--- src/rtl/i2s_tx.sv ---
// ---------------------------------------------------------------------------
// i2s_tx
// Philips-format I2S transmitter for a 16-bit stereo stream.
//
// The bit clock is produced by a fractional phase accumulator instead of an
// integer divider, so the long-run sample rate is exactly SAMPLE_HZ even when
// CLK_HZ is not a multiple of 64*SAMPLE_HZ. Each frame is 32 bclk periods:
// 16 bits left then 16 bits right, MSB first, data delayed by one bclk after
// the lrck edge.
//
// Ports:
//   clk32         in   system clock (CLK_HZ)
//   reset_n       in   asynchronous active-low reset
//   enable        in   run when high; when low, state clears on the next edge
//   audio_l       in   16-bit signed left sample
//   audio_r       in   16-bit signed right sample
//   sample_strobe out  high for the single clk32 cycle whose closing edge
//                      captures audio_l/audio_r
//   i2s_bclk      out  bit clock, 32*SAMPLE_HZ on average
//   i2s_lrck      out  word select, 0 = left, 1 = right
//   i2s_din       out  serial data, changes only when bclk falls
// ---------------------------------------------------------------------------
module i2s_tx #(
    parameter int CLK_HZ    = 32000000,
    parameter int SAMPLE_HZ = 48000,
    parameter int ACC_W     = 27
) (
    input  logic        clk32,
    input  logic        reset_n,
    input  logic        enable,
    input  logic [15:0] audio_l,
    input  logic [15:0] audio_r,
    output logic        sample_strobe,
    output logic        i2s_bclk,
    output logic        i2s_lrck,
    output logic        i2s_din
);

    // Two bclk toggles per bit, 32 bits per frame.
    localparam logic [ACC_W-1:0] ACC_INC = ACC_W'(64 * SAMPLE_HZ);
    localparam logic [ACC_W-1:0] ACC_LIM = ACC_W'(CLK_HZ);

    logic [ACC_W-1:0] acc_q,   acc_d;
    logic [ACC_W-1:0] acc_sum;
    logic             bclk_q,  bclk_d;
    logic             lrck_q,  lrck_d;
    logic             din_q,   din_d;
    logic [4:0]       slot_q,  slot_d;
    logic [31:0]      shift_q, shift_d;
    logic             toggle;
    logic             fall;

    // acc_q stays below CLK_HZ, so acc_sum fits in ACC_W bits by construction.
    assign acc_sum = acc_q + ACC_INC;
    assign toggle  = enable && (acc_sum >= ACC_LIM);
    assign fall    = toggle && bclk_q;

    // The strobe marks the cycle whose closing edge loads the new sample, so
    // upstream may still present a fresh value during the strobe cycle.
    assign sample_strobe = fall && (slot_q == 5'd0);

    always_comb begin
        acc_d   = acc_q;
        bclk_d  = bclk_q;
        lrck_d  = lrck_q;
        din_d   = din_q;
        slot_d  = slot_q;
        shift_d = shift_q;

        if (!enable) begin
            acc_d   = '0;
            bclk_d  = 1'b0;
            lrck_d  = 1'b0;
            din_d   = 1'b0;
            slot_d  = 5'd0;
            shift_d = '0;
        end else if (toggle) begin
            acc_d  = acc_sum - ACC_LIM;
            bclk_d = ~bclk_q;
            if (bclk_q) begin
                lrck_d = slot_q[4];
                slot_d = slot_q + 5'd1;
                // After 31 shifts the previous frame's R[0] sits in bit 31,
                // so slot 0 emits it while the new sample is loaded.
                din_d  = shift_q[31];
                if (slot_q == 5'd0) begin
                    shift_d = {audio_l, audio_r};
                end else begin
                    shift_d = {shift_q[30:0], 1'b0};
                end
            end
        end else begin
            acc_d = acc_sum;
        end
    end

    always_ff @(posedge clk32 or negedge reset_n) begin
        if (!reset_n) begin
            acc_q   <= '0;
            bclk_q  <= 1'b0;
            lrck_q  <= 1'b0;
            din_q   <= 1'b0;
            slot_q  <= 5'd0;
            shift_q <= '0;
        end else begin
            acc_q   <= acc_d;
            bclk_q  <= bclk_d;
            lrck_q  <= lrck_d;
            din_q   <= din_d;
            slot_q  <= slot_d;
            shift_q <= shift_d;
        end
    end

    assign i2s_bclk = bclk_q;
    assign i2s_lrck = lrck_q;
    assign i2s_din  = din_q;

endmodule
--- config.mk ---
export PLATFORM = sky130hd
export DESIGN_NAME = i2s_tx
export DESIGN_NICKNAME = d
export VERILOG_FILES = /design/src/rtl/i2s_tx.sv
export SDC_FILE = /design/constraint.sdc
export NUM_CORES = 1
export LEC_CHECK = 0
export ABC_AREA = 0
export CAP_MARGIN = 40
export CORE_MARGIN = 8
export CORE_UTILIZATION = 44
export CTS_CLUSTER_SIZE = 14
export DETAILED_ROUTE_END_ITERATION = 6
export GPL_TIMING_DRIVEN = 1
export PLACE_DENSITY = 0.7
export SKIP_LAST_GASP = 1
export SYNTH_ARGS = -nofsm -noshare
export SYNTH_HDL_FRONTEND = slang
export SYNTH_SLANG_ARGS = --single-unit
--- constraint.sdc ---
create_clock -name clk32 -period 2.8 [get_ports clk32]
set_input_delay 0.42 -clock clk32 [delete_from_list [all_inputs] [get_ports clk32]]
set_output_delay 0.42 -clock clk32 [all_outputs]
set_load 0.02 [all_outputs]
== After elaboration in Yosys (flattened, before gate mapping) ==
Index checks and enable logic that the tools add are counted.

* Register bits after elaboration: 67
* Bits in latches: 0
* RAM bits: 0
* Memory bits (read-only): 0
* Input bits: 35
* Logic and storage cells: 35
* Memories kept: 0

* Add/subtract/negate cells: 3
* Multiply operators: 0
* Divide/modulo/power cells: 0
* Magnitude comparators: 1
* Equality and inequality tests: 2
* Shift operators: 0
* Multiplexer cells: 17
* Bitwise gates (word level): 1
* Reductions and logical operators: 5

{| class="wikitable"
|+ Operators by type and width
! operator !! count
|-
| $mux 32 || 4
|-
| $mux 27 || 2
|-
| $add 27x22->27 const B || 1
|-
| $ge 27x25->1 const B || 1
|-
| $sub 27x25->27 const B || 1
|-
| $mux 5 || 3
|-
| $mux 1 || 8
|-
| $add 5x1->5 const B || 1
|-
| $logic_not 5->1 || 1
|-
| $ne 2x1->1 const B || 2
|-
| $logic_and 1x1->1 || 3
|-
| $reduce_and 2->1 || 1
|-
| $not 1->1 || 1
|}

== Logic depth before layout (Yosys ltp) ==
* Word-level depth: 5
* Depth in mapped cells: 14

== Least setup slack after synthesis ==
No wires, ideal clock.

* Path type: reg2out
* Start point: reg acc_q[13]
* End point: out sample_strobe
* Arrival time: 2.776 ns
* Path slack: -0.396 ns
* Stages on the path, launching flop included: 14
* Path buffers: 4
* Path through: dfrtp_1 buf_4 inv_1 ha_1 buf_6 nor2b_4 o21ai_2 nor4b_1 a311o_2 or4b_1 buf_4 a21boi_2 buf_6 and3_1

* Cells in the longest elaborated chain, start to end: 5

{| class="wikitable"
|+ Ends and longest elaborated chain
! what !! RTL line !! text
|-
| start: declaration || 43 || <nowiki>logic [ACC_W-1:0] acc_q, acc_d;</nowiki>
|-
| start signal: assignment || 99 || <nowiki>acc_q <= '0;</nowiki>
|-
| start signal: assignment || 106 || <nowiki>acc_q <= acc_d;</nowiki>
|-
| $add 27x22->27 || 54 || <nowiki>assign acc_sum = acc_q + ACC_INC;</nowiki>
|-
| $ge 27x25->1 || 55 || <nowiki>assign toggle = enable && (acc_sum >= ACC_LIM);</nowiki>
|-
| $logic_and 1x1->1 || 55 ||
|-
| $logic_and 1x1->1 || 56 || <nowiki>assign fall = toggle && bclk_q;</nowiki>
|-
| $logic_and 1x1->1 || 60 || <nowiki>assign sample_strobe = fall && (slot_q == 5'd0);</nowiki>
|-
| end: declaration || 33 || <nowiki>output logic sample_strobe,</nowiki>
|}

Every way passes these cells.

== Final worst setup path ==
* Start point: reg acc_q[14]
* End point: out sample_strobe

Same word-level chain as after synthesis.

==> flow_results.xml <==
<?xml version="1.0" encoding="UTF-8"?>
<metrics>
  <group name="sta">
    <metric name="final-hold-violation-count" unit="">0</metric>
    <metric name="setup-violations-final" unit="">10</metric>
    <metric name="worst_slack" unit="ns">-0.343</metric>
    <metric name="period_share" unit="%">112</metric>
    <metric name="setup_tns" unit="ns">-0.493</metric>
    <metric name="rsz0062_at_grt" unit="">yes</metric>
    <metric name="post_route_skew" unit="ns">0.0136</metric>
    <metric name="tightest_slew" unit="ns">0.685</metric>
    <metric name="finalHoldWorstSlack" unit="ns">0.107</metric>
    <metric name="final_period_minus_worst_setup_slack" unit="ns">3.14</metric>
    <metric name="drv_slew" unit="">0</metric>
    <metric name="maxClockFrequency" unit="MHz">318</metric>
    <metric name="timing.max_slew.rel_slack" unit="%">54.3</metric>
  </group>
  <group name="placed_design">
    <metric name="dpl.hpwl" unit="mm">6.85</metric>
    <metric name="port_buffers" unit="">38</metric>
    <metric name="finalWeightedCongestion" unit="">0.908</metric>
    <metric name="dpl_worst_slack" unit="ns">-0.430</metric>
  </group>
  <group name="cts">
    <metric name="clk_pin_slew_worst_paths" unit="ns">0.12</metric>
    <metric name="ctsRootBufferMaster" unit="">clkbuf_8</metric>
    <metric name="tritoncts.num_buffers" unit="">5</metric>
    <metric name="clock-sinks" unit="">56</metric>
    <metric name="max-clock-path-buffers" unit="">2</metric>
    <metric name="clock_latency" unit="ns">0.32</metric>
    <metric name="cts_tree" unit="">yes</metric>
    <metric name="postCtsHoldBufs" unit="">0</metric>
    <metric name="htreeDepth" unit="">2</metric>
  </group>
  <group name="power_and_ir_drop">
    <metric name="worst_case_vdd_ir_drop" unit="uV">397</metric>
    <metric name="power_density" unit="nW/um^2">829</metric>
    <metric name="finalPower" unit="uW">4110</metric>
    <metric name="power.leakage" unit="uW">0.00266</metric>
  </group>
  <group name="final_layout">
    <metric name="antennaDiodeCount" unit="">0</metric>
    <metric name="design.final.nets" unit="">507</metric>
    <metric name="layout-drive-gt1-share" unit="%">27.6</metric>
    <metric name="multi_input_area" unit="um^2">2320</metric>
    <metric name="finish.utilization" unit="%">58.3</metric>
    <metric name="seq_area" unit="um^2">1400</metric>
    <metric name="fillerInstances" unit="">733</metric>
    <metric name="area_delta_synth_final" unit="%">31.1</metric>
  </group>
  <group name="yosys">
    <metric name="synth.lib_cells_used.distinct" unit="">54</metric>
    <metric name="synth_top_area_share" unit="%">37.0</metric>
    <metric name="post-synth-top-area-cell" unit="">dfrtp_1</metric>
    <metric name="synth_edf_count" unit="">0</metric>
    <metric name="mapped_nets" unit="">426</metric>
    <metric name="synth_seq_cells" unit="">56</metric>
    <metric name="ys.flop_type" unit="">dfrtp_1</metric>
    <metric name="synth_most_common_cell" unit="">dfrtp_1</metric>
    <metric name="synthesis.area" unit="um^2">3780</metric>
    <metric name="ys_top_cells_by_area" unit="">dfrtp_1 37%, mux2i_1 13%, o211a_1 8.2%</metric>
    <metric name="synth-seq-area-share" unit="%">37.0</metric>
    <metric name="ys_warn_count" unit="">0</metric>
    <metric name="syn_inst" unit="">386</metric>
    <metric name="synth.cells.most_frequent" unit="">56 x dfrtp_1, 50 x mux2i_1, 40 x nand2_1</metric>
    <metric name="syn-mean-instance-area" unit="um^2">9.80</metric>
    <metric name="asyncSetResetFlopFracSynth" unit="%">100</metric>
  </group>
  <group name="global_route">
    <metric name="gr-total-overflow" unit="">0</metric>
    <metric name="largest_net_degree_at_the_start_of_global_routing" unit="">69</metric>
    <metric name="grt.total_usage" unit="%">17.2</metric>
    <metric name="antenna_found_initial" unit="">0</metric>
    <metric name="grt_pass1_wl" unit="mm">16.8</metric>
    <metric name="first_global_vias" unit="">3469</metric>
  </group>
  <group name="outcome">
    <metric name="outcome" unit="">finished with violations</metric>
    <metric name="violations" unit="">setup timing</metric>
  </group>
  <group name="die">
    <metric name="chip_height" unit="um">109</metric>
    <metric name="core.rowCount" unit="">34</metric>
    <metric name="placeableCoreArea" unit="um^2">8510</metric>
    <metric name="ioPinCount" unit="">39</metric>
    <metric name="initial_core_util" unit="%">44.5</metric>
    <metric name="floorplan.die_area" unit="um^2">11800</metric>
    <metric name="dieWidth" unit="um">109</metric>
  </group>
  <group name="setup_path">
    <metric name="timing.critical_path.fanout_max" unit="">5</metric>
    <metric name="cp_class" unit="">flip-flop to primary output</metric>
    <metric name="arrival" unit="ns">2.72</metric>
    <metric name="cp_data_required_time" unit="ns">2.38</metric>
    <metric name="start_kind" unit="">flip-flop</metric>
    <metric name="endpoint_kind" unit="">primary output</metric>
  </group>
  <group name="worst_hold_path">
    <metric name="worst_hold_path_type" unit="">input port to async pin</metric>
  </group>
  <group name="drt">
    <metric name="dr.pass1.iters" unit="">4</metric>
    <metric name="drt.antenna.violating_nets" unit="">0</metric>
    <metric name="vias_per_cell" unit="">5.81</metric>
    <metric name="detail_route.wl_per_cell" unit="um">17.8</metric>
    <metric name="detail_route.iter0.violations" unit="">233</metric>
    <metric name="wl" unit="mm">10.2</metric>
    <metric name="vias" unit="">3348</metric>
    <metric name="drcViolationCount" unit="">0</metric>
  </group>
  <group name="run">
    <metric name="maxCapViolCount" unit="">0</metric>
  </group>
</metrics>
area by class of cell:
cell class	count	share of cell area, %
Tap cell	108	2.73
Sequential cell	56	28.3
Clock inverter	3	0.454
Timing Repair Buffer	111	19.6
Multi-Input combinational cell	283	46.7
Inverter	10	0.807
Clock buffer	5	1.39
worst max-delay path, stage by stage (launching register included):
cell and delay (ns):
dfrtp_1 0.44, buf_6 0.15, or4b_4 0.54, a2111oi_4 0.35, o31ai_1 0.13, a31oi_1 0.25, or4b_4 0.20, a21boi_4 0.05
and3_4 0.18, buf_6 0.13
what timing repair did:
action | in CTS | in global routing
buffers inserted | 2 | 6
cloned | 0 | 2
pin swaps | 12 | 13
setup endpoints to repair | 7 | 51
gates resized for setup | 16 | 25
report_power, final:
group | internal, uW | switching, uW
Combinational | 1260 | 1330
Clock | 181 | 295
Sequential | 915 | 128
kinds of logic after synthesis:
kind of cell    Yosys count  share of synthesized area, %
mux                      52                          13.8
compound gates          114                          24.0
simple gates             98                          13.7
xor+xnor                 14                          3.24
buf+inv                  47                          6.48
flops                    56                          37.0
fa+ha+maj                 5                          1.65
metrics by stage:
step / cells / area (um^2)
4_1_cts: 570 / 4820
3_5_place_dp: 560 / 4660
6_report: 576 / 4960
2_1_floorplan: 386 / 3820
5_1_grt: 576 / 4960
3_3_place_gp: 559 / 4650
cells in the final DEF (no fill, tap or decap), types with 7 or more instances in the layout:
cell type        count
a21oi_1             12
xor2_1               7
clkdlybuf4s50_1     35
nor2_1              10
o211a_1             31
nand2b_1             8
buf_4               64
dfrtp_1             54
o211ai_1            30
nand2_1             39
mux2i_1             50
o21ai_1              9
inv_1                7
registers in the layout, indices dropped and copies added, names as in the netlist:
| name | count |
|---|---|
| i2s_din | 1 |
| acc_q | 16 |
| slot_q | 5 |
| i2s_bclk | 1 |
| i2s_lrck | 1 |
| shift_q | 32 |
path summary, 6_finish.rpt:
check / startpoint / endpoint / slack, ns / cells after the start
max in group asynchronous: reset_n / acc_q[22] / 2.09 / 2
min in group clk32: shift_q[23] / shift_q[23] / 0.54 / 1
min reg2reg: shift_q[23] / shift_q[23] / 0.54 / 1
max: acc_q[14] / sample_strobe / -0.34 / 9
min: reset_n / shift_q[18] / 0.11 / 1
max reg2reg: acc_q[14] / acc_q[25] / -0.05 / 11
routing by layer:
metal | part of all wire [%] | track usage, %
met5 | 0 | 0
met4 | 1.6 | 4.89
met3 | 5.3 | 2.84
met2 | 50 | 28.2
met1 | 43 | 22.9
Note: power is estimated with default switching activity, not from simulation.
